## config.mk

```make
export PLATFORM = sky130hd
export DESIGN_NAME = led_step_seq
export DESIGN_NICKNAME = d
export VERILOG_FILES = /design/src/rtl/ledseq_pkg.sv /design/src/rtl/led_step_seq_btn_debounce.sv /design/src/rtl/led_step_seq.sv
export SDC_FILE = /design/constraint.sdc
export NUM_CORES = 1
export LEC_CHECK = 0
export BUFFER_PORTS_ARGS = -buffer_cell sky130_fd_sc_hd__buf_4
export CORE_MARGIN = 5
export CORE_UTILIZATION = 55
export CTS_CLUSTER_DIAMETER = 120
export DETAILED_ROUTE_END_ITERATION = 8
export PLACE_DENSITY = 0.75
export SETUP_SLACK_MARGIN = 0.2
export SYNTH_ARGS = -nofsm -noshare
export SYNTH_HDL_FRONTEND = slang
export SYNTH_SLANG_ARGS = --single-unit
export TNS_END_PERCENT = 100
```

## constraint.sdc

```tcl
create_clock -name clk -period 1.81 [get_ports clk]
set_clock_uncertainty 0.15 [all_clocks]
set_input_delay 0.2715 -clock clk [delete_from_list [all_inputs] [get_ports clk]]
set_output_delay 0.2715 -clock clk [all_outputs]
set_load 0.005 [all_outputs]
```

## src/rtl/ledseq_pkg.sv

```systemverilog
// Shared types and step-code constants for the LED step sequencer.
// Pure declarations: no latency, no flow control.
package ledseq_pkg;

    typedef enum logic {
        PAUSE = 1'b0,
        RUN   = 1'b1
    } state_t;

    localparam int             STEP_W     = 4;
    localparam logic [STEP_W-1:0] STEP_BLANK = 4'd0;
    localparam logic [STEP_W-1:0] STEP_MIN   = 4'd1;
    localparam logic [STEP_W-1:0] STEP_MAX   = 4'd9;

endpackage

```

## src/rtl/led_step_seq_btn_debounce.sv

```systemverilog
// Button conditioner: 2-flop sync, debounce counter, one-cycle press pulse on a debounced 1->0.
// Press appears DEBOUNCE_CYC+2 edges after btn_n is first sampled low; no backpressure.
module btn_debounce #(
    parameter int DEBOUNCE_CYC = 240_000
) (
    input  logic clk,
    input  logic rst_n,
    input  logic btn_n,
    output logic press
);

    localparam int CW = $clog2(DEBOUNCE_CYC + 1);

    logic          sync1;
    logic          sync2;
    logic          stable;
    logic [CW-1:0] cnt;

    always_ff @(posedge clk) begin
        if (!rst_n) begin
            sync1  <= 1'b1;
            sync2  <= 1'b1;
            stable <= 1'b1;
            cnt    <= '0;
            press  <= 1'b0;
        end else begin
            sync1 <= btn_n;
            sync2 <= sync1;
            press <= 1'b0;
            if (sync2 != stable) begin
                if (cnt == CW'(DEBOUNCE_CYC)) begin
                    stable <= sync2;
                    cnt    <= '0;
                    // only the released->pressed transition is an event
                    press  <= stable;
                end else begin
                    cnt <= cnt + CW'(1);
                end
            end else begin
                cnt <= '0;
            end
        end
    end

endmodule

```

## src/rtl/led_step_seq.sv

```systemverilog
// Ping-pong 1..9 step generator with button run/pause; outputs registered, one step per prescaler period.
// Optional LEDSEQ_SPEED_EN adds a 2-bit speed input dividing the period (min 2); no backpressure.
module led_step_seq
    import ledseq_pkg::*;
#(
    parameter int TICK_DIV     = 12_000_000,
    parameter int DEBOUNCE_CYC = 240_000
) (
    input  logic              clk,
    input  logic              rst_n,
    input  logic              btn_n,
`ifdef LEDSEQ_SPEED_EN
    input  logic [1:0]        speed,
`endif
    output logic [STEP_W-1:0] step,
    output logic              running,
    output logic              dir,
    output logic              turn
);

    localparam int            PW          = $clog2(TICK_DIV + 1);
    localparam logic [PW-1:0] PERIOD_FULL = PW'(TICK_DIV);

    state_t              state_q, state_n;
    logic [PW-1:0]       presc_q, presc_n;
    logic [STEP_W-1:0]   step_q, step_n;
    logic                dir_q, dir_n;
    logic                turn_q, turn_n;
    logic [PW-1:0]       period_cur;
    logic                press;
    logic                tick;

    btn_debounce #(
        .DEBOUNCE_CYC(DEBOUNCE_CYC)
    ) u_btn (
        .clk   (clk),
        .rst_n (rst_n),
        .btn_n (btn_n),
        .press (press)
    );

`ifdef LEDSEQ_SPEED_EN
    logic [PW-1:0] period_q;
    logic [PW-1:0] period_shift;
    logic [PW-1:0] period_smp;
    logic          restart;

    assign period_shift = PERIOD_FULL >> speed;
    assign period_smp   = (period_shift < PW'(2)) ? PW'(2) : period_shift;
    // speed is latched only when a new period begins, so mid-period changes wait a period
    assign restart      = ((state_q == PAUSE) && press) ||
                          ((state_q == RUN) && !press && tick);

    always_ff @(posedge clk) begin
        if (!rst_n) begin
            period_q <= PERIOD_FULL;
        end else if (restart) begin
            period_q <= period_smp;
        end
    end

    assign period_cur = period_q;
`else
    assign period_cur = PERIOD_FULL;
`endif

    assign tick = (state_q == RUN) && (presc_q == (period_cur - PW'(1)));

    always_ff @(posedge clk) begin
        if (!rst_n) begin
            state_q <= PAUSE;
            presc_q <= '0;
            step_q  <= STEP_BLANK;
            dir_q   <= 1'b0;
            turn_q  <= 1'b0;
        end else begin
            state_q <= state_n;
            presc_q <= presc_n;
            step_q  <= step_n;
            dir_q   <= dir_n;
            turn_q  <= turn_n;
        end
    end

    always_comb begin
        state_n = state_q;
        presc_n = presc_q;
        step_n  = step_q;
        dir_n   = dir_q;
        turn_n  = 1'b0;
        case (state_q)
            PAUSE: begin
                presc_n = '0;
                if (press) begin
                    state_n = RUN;
                    if (step_q == STEP_BLANK) begin
                        step_n = STEP_MIN;
                    end
                end
            end
            RUN: begin
                // a press landing on a tick pauses without advancing the step
                if (press) begin
                    state_n = PAUSE;
                    presc_n = '0;
                end else if (tick) begin
                    presc_n = '0;
                    if (!dir_q) begin
                        if (step_q < STEP_MAX) begin
                            step_n = step_q + 4'd1;
                        end else begin
                            step_n = STEP_MAX - 4'd1;
                            dir_n  = 1'b1;
                            turn_n = 1'b1;
                        end
                    end else begin
                        if (step_q > STEP_MIN) begin
                            step_n = step_q - 4'd1;
                        end else begin
                            step_n = STEP_MIN + 4'd1;
                            dir_n  = 1'b0;
                            turn_n = 1'b1;
                        end
                    end
                end else begin
                    presc_n = presc_q + PW'(1);
                end
            end
            default: state_n = PAUSE;
        endcase
    end

    assign step    = step_q;
    assign running = (state_q == RUN);
    assign dir     = dir_q;
    assign turn    = turn_q;

endmodule

```

# Yosys cells after proc, flatten, opt, wreduce, memory -nomap -nowiden
# Cells that the tools add are included.
# totals
romBits	0
ram_bits	0
n_memories	0
latch_bits	0
register_bits	53
word_cells	55
# classes
add_sub_neg	4
n_div	0
n_bitwise	5
n_lt_le_gt_ge	2
n_mux	19
eq_ne	7
n_shift	0
n_mul	0
n_reduce_logical	8
# ops
op	count
24-bit 2-to-1 mux	2
24-bit one-hot mux with 2 select lines	1
4-bit 2-to-1 mux	7
24-bit by 1-bit adder with 24-bit output, second input constant	1
24-bit equality test, second input constant	1
18-bit by 1-bit adder with 18-bit output, second input constant	1
18-bit equality test, second input constant	1
4-bit one-hot mux with 2 select lines	1
1-bit 2-to-1 mux	7
3-bit AND reduction	2
1-bit inverter	5
4-bit by 1-bit adder with 4-bit output, second input constant	1
4-bit by 1-bit > comparator with 1-bit output, second input constant	1
4-bit logical NOT	1
4-bit < comparator, second input constant	1
2-bit by 1-bit != test with 1-bit output, second input constant	2
2-bit != test, second input constant	2
4-bit AND reduction	1
4-bit OR reduction	1
4-bit by 1-bit subtractor with 4-bit output, second input constant	1
3-bit OR reduction	1
1-bit one-hot mux with 2 select lines	1
2-bit AND reduction	1
1-bit logical AND	1
1-bit != test	1

# Longest topological paths before layout
# logic_depth
word_depth	6
ltp_mapped	8
mapped_depth_nobuf	7

# Cells and area by module
# A second synthesis with hierarchy kept.
# unflattened
cells_unflattened	305
hier_area_um2	2648.8
# modules_own_cells
module	area_each_um2	cells_per_inst	seq_area_each_um2	n_inst
led_step_seq	1655.3	196	620.6	1
btn_debounce	993.5	109	440.4	1

# Worst setup path before layout
# OpenSTA, ideal clock, no wires.
# synth_timing
path_kind	reg-to-reg
from	register presc_q[0]
to	register presc_q[18]
t_arrival_ps	1562
path_stages_with_launch	9
slack_ps	-19
n_path_buf	2
setup_ps	117
cell_sequence	dfxtp_1 ha_1 nand4_1 nor2_1 nand3_1 nand2b_1 buf_4 buf_2 nor2_1
# synth_between
elab_chain_cells	5
word_cells_on_any_way	6
# synth_lines
item	line_no	rtl
from (decl)	led_step_seq.sv:25	logic [PW-1:0] presc_q, presc_n;
from (signal assigned)	led_step_seq.sv:78	presc_q <= presc_n;
parallel branches: the longest is 2 deep, another holds 24-bit by 1-bit adder with 24-bit output	-	
24-bit 2-to-1 mux (*)	led_step_seq.sv:106	end else if (tick) begin
24-bit 2-to-1 mux (*)	led_step_seq.sv:103	if (press) begin
24-bit one-hot mux with 2 select lines (*)	led_step_seq.sv:91	case (state_q)
# Mark *: on every way between the ends.
# A chain may end at the register's enable or synchronous reset.

# Final worst setup path
# layout_timing
from	register u_btn.cnt[3]
to	register u_btn.cnt[6]
# layout_between
elab_chain_cells	2
word_cells_on_any_way	3
# layout_lines
item	line_no	rtl
from (decl)	led_step_seq_btn_debounce.sv:17	logic [CW-1:0] cnt;
from (signal assigned)	led_step_seq_btn_debounce.sv:37	cnt <= cnt + CW'(1);
parallel branches: the longest is 2 deep, another holds 18-bit by 1-bit adder with 18-bit output	-	
# Parallel ways; which one is timed is not known.

==> results_dict.tcl <==
set metrics [dict create \
    outcome "finished, violations left" \
    violated_checks "negative setup slack" \
    synth_largest_type_area_fraction_pct 42.8 \
    worst-r2r-cell-count 5 \
    dieHeight_um 77.2 \
    worst_ep_arrival_time_ps 1870 \
    wirelength_um 6510 \
    tightest_slew_ps 868 \
    synth_cells 281 \
    worst_setup_ep_type "register" \
    period_share_pct 100 \
    drt_iter0_drc 120 \
    worst_slew_margin_rel_pct 42.0 \
    total_leakage_power_nw 1.30 \
    timing.rr.end "u_btn.cnt[6]$_SDFF_PP0_" \
    insertedDiodeCount 0 \
    insertion_delay_ps 310 \
    cts_inserted_buffers 5 \
    critical_path_class "register to register" \
    final_net_count 352 \
    startpoint "u_btn.cnt[3]$_SDFF_PP0_" \
    max-vdd-ir-drop_mv 0.348 \
    post_synth_mux_area_share_pct 1.21 \
    cts_num_sinks 53 \
    fp.dieW_um 77.2 \
    fmax_mhz 550 \
    critical-path-max-stage-delay_ps 530 \
    setup-violations-final 2 \
    finalCriticalPeriod_ps 1820 \
    worstPathCellList "nor4_2 -> nand2_1 -> or4_4 -> nand3_4 -> nor2_1" \
    source_of_the_worst_hold_timing_path "rst_n" \
    clk_pin_slew_worst_paths_ps 100 \
    number_of_stages_on_the_worst_hold_path 2 \
    power.total_mw 1.93 \
    tritoncts "done" \
    metal2_wl_um 3410 \
    wire_length_of_the_first_global_routing_pass_um 9250 \
    placed_cell_area_mm2 0.00282 \
    dpl.hpwl_um 3200 \
    register_bit_count_reported_by_yosys 53 \
    power_density_mw_per_mm2 542 \
    synth_top_family_by_area "simple AND/OR/NAND/NOR gates" \
    h-tree-depth 2 \
    yosysWarnings 0 \
    final-max-slew-violation-count 0 \
    grt_antenna_before_repair 0 \
    totalNegativeSetupSlack_ps -14.9 \
    synth_adder_area_share_pct 5.05 \
    synth_compound_area_share_pct 5.35 \
    detail_route.wl_per_cell_um 16.6 \
    regToRegStartpoint "u_btn.cnt[3]$_SDFF_PP0_" \
    async_reset_ff_share_pct 0 \
    timing.critical_path.required_ps 1860 \
    synth_enable_flop_cells 0 \
    firstDrtPassIters 4 \
    core_area_mm2 0.00435 \
    globalplace.congestion 0.762 \
    hold_class "input pin to register" \
    cp-start-kind "register" \
    detail_route_met3_wl_um 235 \
    layout-drive-gt1-share_pct 45.0 \
    stdcell_count 392 \
    routed.top_layer "met4" \
    placement_row_count 24 \
    synth_area_in_simple_gates_pct 29.5 \
    number_of_filler_cells_placed_in_the_layout 253 \
    netlist_top_cells_area "sky130_fd_sc_hd__dfxtp_1 (43%), sky130_fd_sc_hd__xor2_1 (8.8%), sky130_fd_sc_hd__nor2_1 (8.0%), sky130_fd_sc_hd__ha_1 (5.0%), sky130_fd_sc_hd__nand3_1 (4.8%)" \
    synth_sequential_area_ratio_pct 42.8 \
    maxCapViolations 0 \
    final_hold_viol_count 0 \
    clock_tree.root_cell "sky130_fd_sc_hd__clkbuf_8" \
    critical_path_peak_fanout 6 \
    placedCellCount 356 \
    crit_slowest_cell "sky130_fd_sc_hd__or4_4" \
    fin_worst_hold_slack_ps 119 \
    r2r_slack_ps -8 \
    synth_ff_type "sky130_fd_sc_hd__dfxtp_1" \
    synth_top_area_cell "sky130_fd_sc_hd__dfxtp_1" \
    io_buffers 9 \
    ctsLongestPathBuffers 2 \
    postSynthNetCount 294 \
    detailedPlace.worstSlack_ps 48.5 \
    synth_area_per_cell_um2 8.83 \
    groute.usage.overall_pct 18.3 \
    ys_types 41 \
    initial_core_util_pct 57.0 \
    synthXorXnorAreaFrac_pct 12.7 \
    hold-path-endpoint "u_btn.stable$_SDFFE_PN1P_" \
    areaGrowthSynthToFinish_pct 43.3 \
    grt_pass1_vias 2114 \
    post_drt_via_cell_ratio 5.70 \
    drc 0 \
    setup_slack_ps -7.71 \
    drt-met1-wl_um 2700 \
    design.portCount 10 \
    floorplan.die_area_mm2 0.00595 \
    fin_area_mm2 0.00355 \
    netlist_area_mm2 0.00248 \
    gr-total-overflow 0 \
    synthTopCellsByCount "sky130_fd_sc_hd__dfxtp_1 (53), sky130_fd_sc_hd__nor2_1 (53), sky130_fd_sc_hd__xor2_1 (25), sky130_fd_sc_hd__nand3_1 (24), sky130_fd_sc_hd__nand2_1 (13)" \
    ant_nets 0 \
    post-route-util_pct 81.6 \
    unrepaired_setup_endpoints_after_global_routing "yes" \
    grt_start_max_net_pins 18 \
    detailroute.via_count 2236 \
]
## layer usage
metal | vias up | GRT usage, %
met3 | 18 | 4.33
met5 | - | 0
met1 | 1082 | 22.7
li1 | 1090 | -
met4 | 0 | 6.70
met2 | 46 | 30.6
## sequential cells by signal, indices dropped and copies added (netlist names)
signal	flops
presc_q	24
u_btn.sync1	1
turn	1
u_btn.press	1
step	4
u_btn.stable	1
u_btn.sync2	1
u_btn.cnt	18
dir	1
running	1
## critical path, delay by kind of cell (launching register included)
| family | cells | cell delay [ps] |
|---|---|---|
| flops | 1 | 350 |
| simple gates | 5 | 1220 |
## layout by cell type, fill, tap and decap left out, types with 3 or more instances in the layout
cell type	instances
sky130_fd_sc_hd__buf_4	42
sky130_fd_sc_hd__dfxtp_1	31
sky130_fd_sc_hd__nor2_1	26
sky130_fd_sc_hd__xor2_1	23
sky130_fd_sc_hd__nor2_2	17
sky130_fd_sc_hd__nand3_1	16
sky130_fd_sc_hd__dfxtp_2	15
sky130_fd_sc_hd__xnor2_1	11
sky130_fd_sc_hd__nand2_1	11
sky130_fd_sc_hd__nand4_1	10
sky130_fd_sc_hd__nor2_4	10
sky130_fd_sc_hd__inv_1	8
sky130_fd_sc_hd__a21oi_1	7
sky130_fd_sc_hd__clkbuf_8	7
sky130_fd_sc_hd__buf_6	7
sky130_fd_sc_hd__dfxtp_4	7
sky130_fd_sc_hd__and3_1	6
sky130_fd_sc_hd__nand3_4	6
sky130_fd_sc_hd__nand3_2	6
sky130_fd_sc_hd__ha_1	6
sky130_fd_sc_hd__ha_4	4
sky130_fd_sc_hd__inv_2	3
sky130_fd_sc_hd__nor4_2	3
sky130_fd_sc_hd__mux2i_1	3
sky130_fd_sc_hd__o21ai_0	3
sky130_fd_sc_hd__o211ai_1	3
sky130_fd_sc_hd__nor3_1	3
## logic make-up (layout without fill, tap and decap cells)
group	Yosys count	count (layout)
compound gates	21	21
xor+xnor	36	36
fa+ha+maj	10	10
buf+inv	18	74
flops	53	53
mux	3	3
simple gates	140	143
## worst max path at each step
stage / slack [ps] / end
6_report: -8 / u_btn.cnt[6]$_SDFF_PP0_
3_3_place_gp: 50 / step[2]$_SDFFE_PN0P_
2_1_floorplan: 140 / presc_q[0]$_SDFF_PP0_
3_5_place_dp: 50 / step[2]$_SDFFE_PN0P_
4_1_cts: 110 / u_btn.stable$_SDFFE_PN1P_
5_1_grt: -80 / u_btn.stable$_SDFFE_PN1P_
## what timing repair did
| item | 4_1_cts | 5_1_grt |
|---|---|---|
| resized for setup | 35 | 67 |
| endpoints found under the hold margin | 1 | 0 |
| gates cloned | 3 | 3 |
| setup endpoints to repair | 44 | 47 |
| setup buffers | 11 | 10 |
| pin swaps | 13 | 34 |
| hold buffers | 1 | 0 |
## power by group
| part | switching (mW) | total (mW) | leakage (nW) | internal, mW |
|---|---|---|---|---|
| clock | 0.388 | 0.734 | 0.0542 | 0.347 |
| sequential | 0.00227 | 1.16 | 0.441 | 1.16 |
| combinational | 0.0208 | 0.0334 | 0.806 | 0.0126 |
## final cells by class
type	count	area, um2	share of cell area, %
sequential	53	1110	31.1
tap	52	65.1	1.83
multi-input combinational	213	1730	48.7
inverter	12	47.5	1.34
clock buffer	7	96.3	2.71
clock inverter	1	5.00	0.141
timing repair buffer	54	502	14.1
Note: power is estimated with default switching activity, not from simulation.
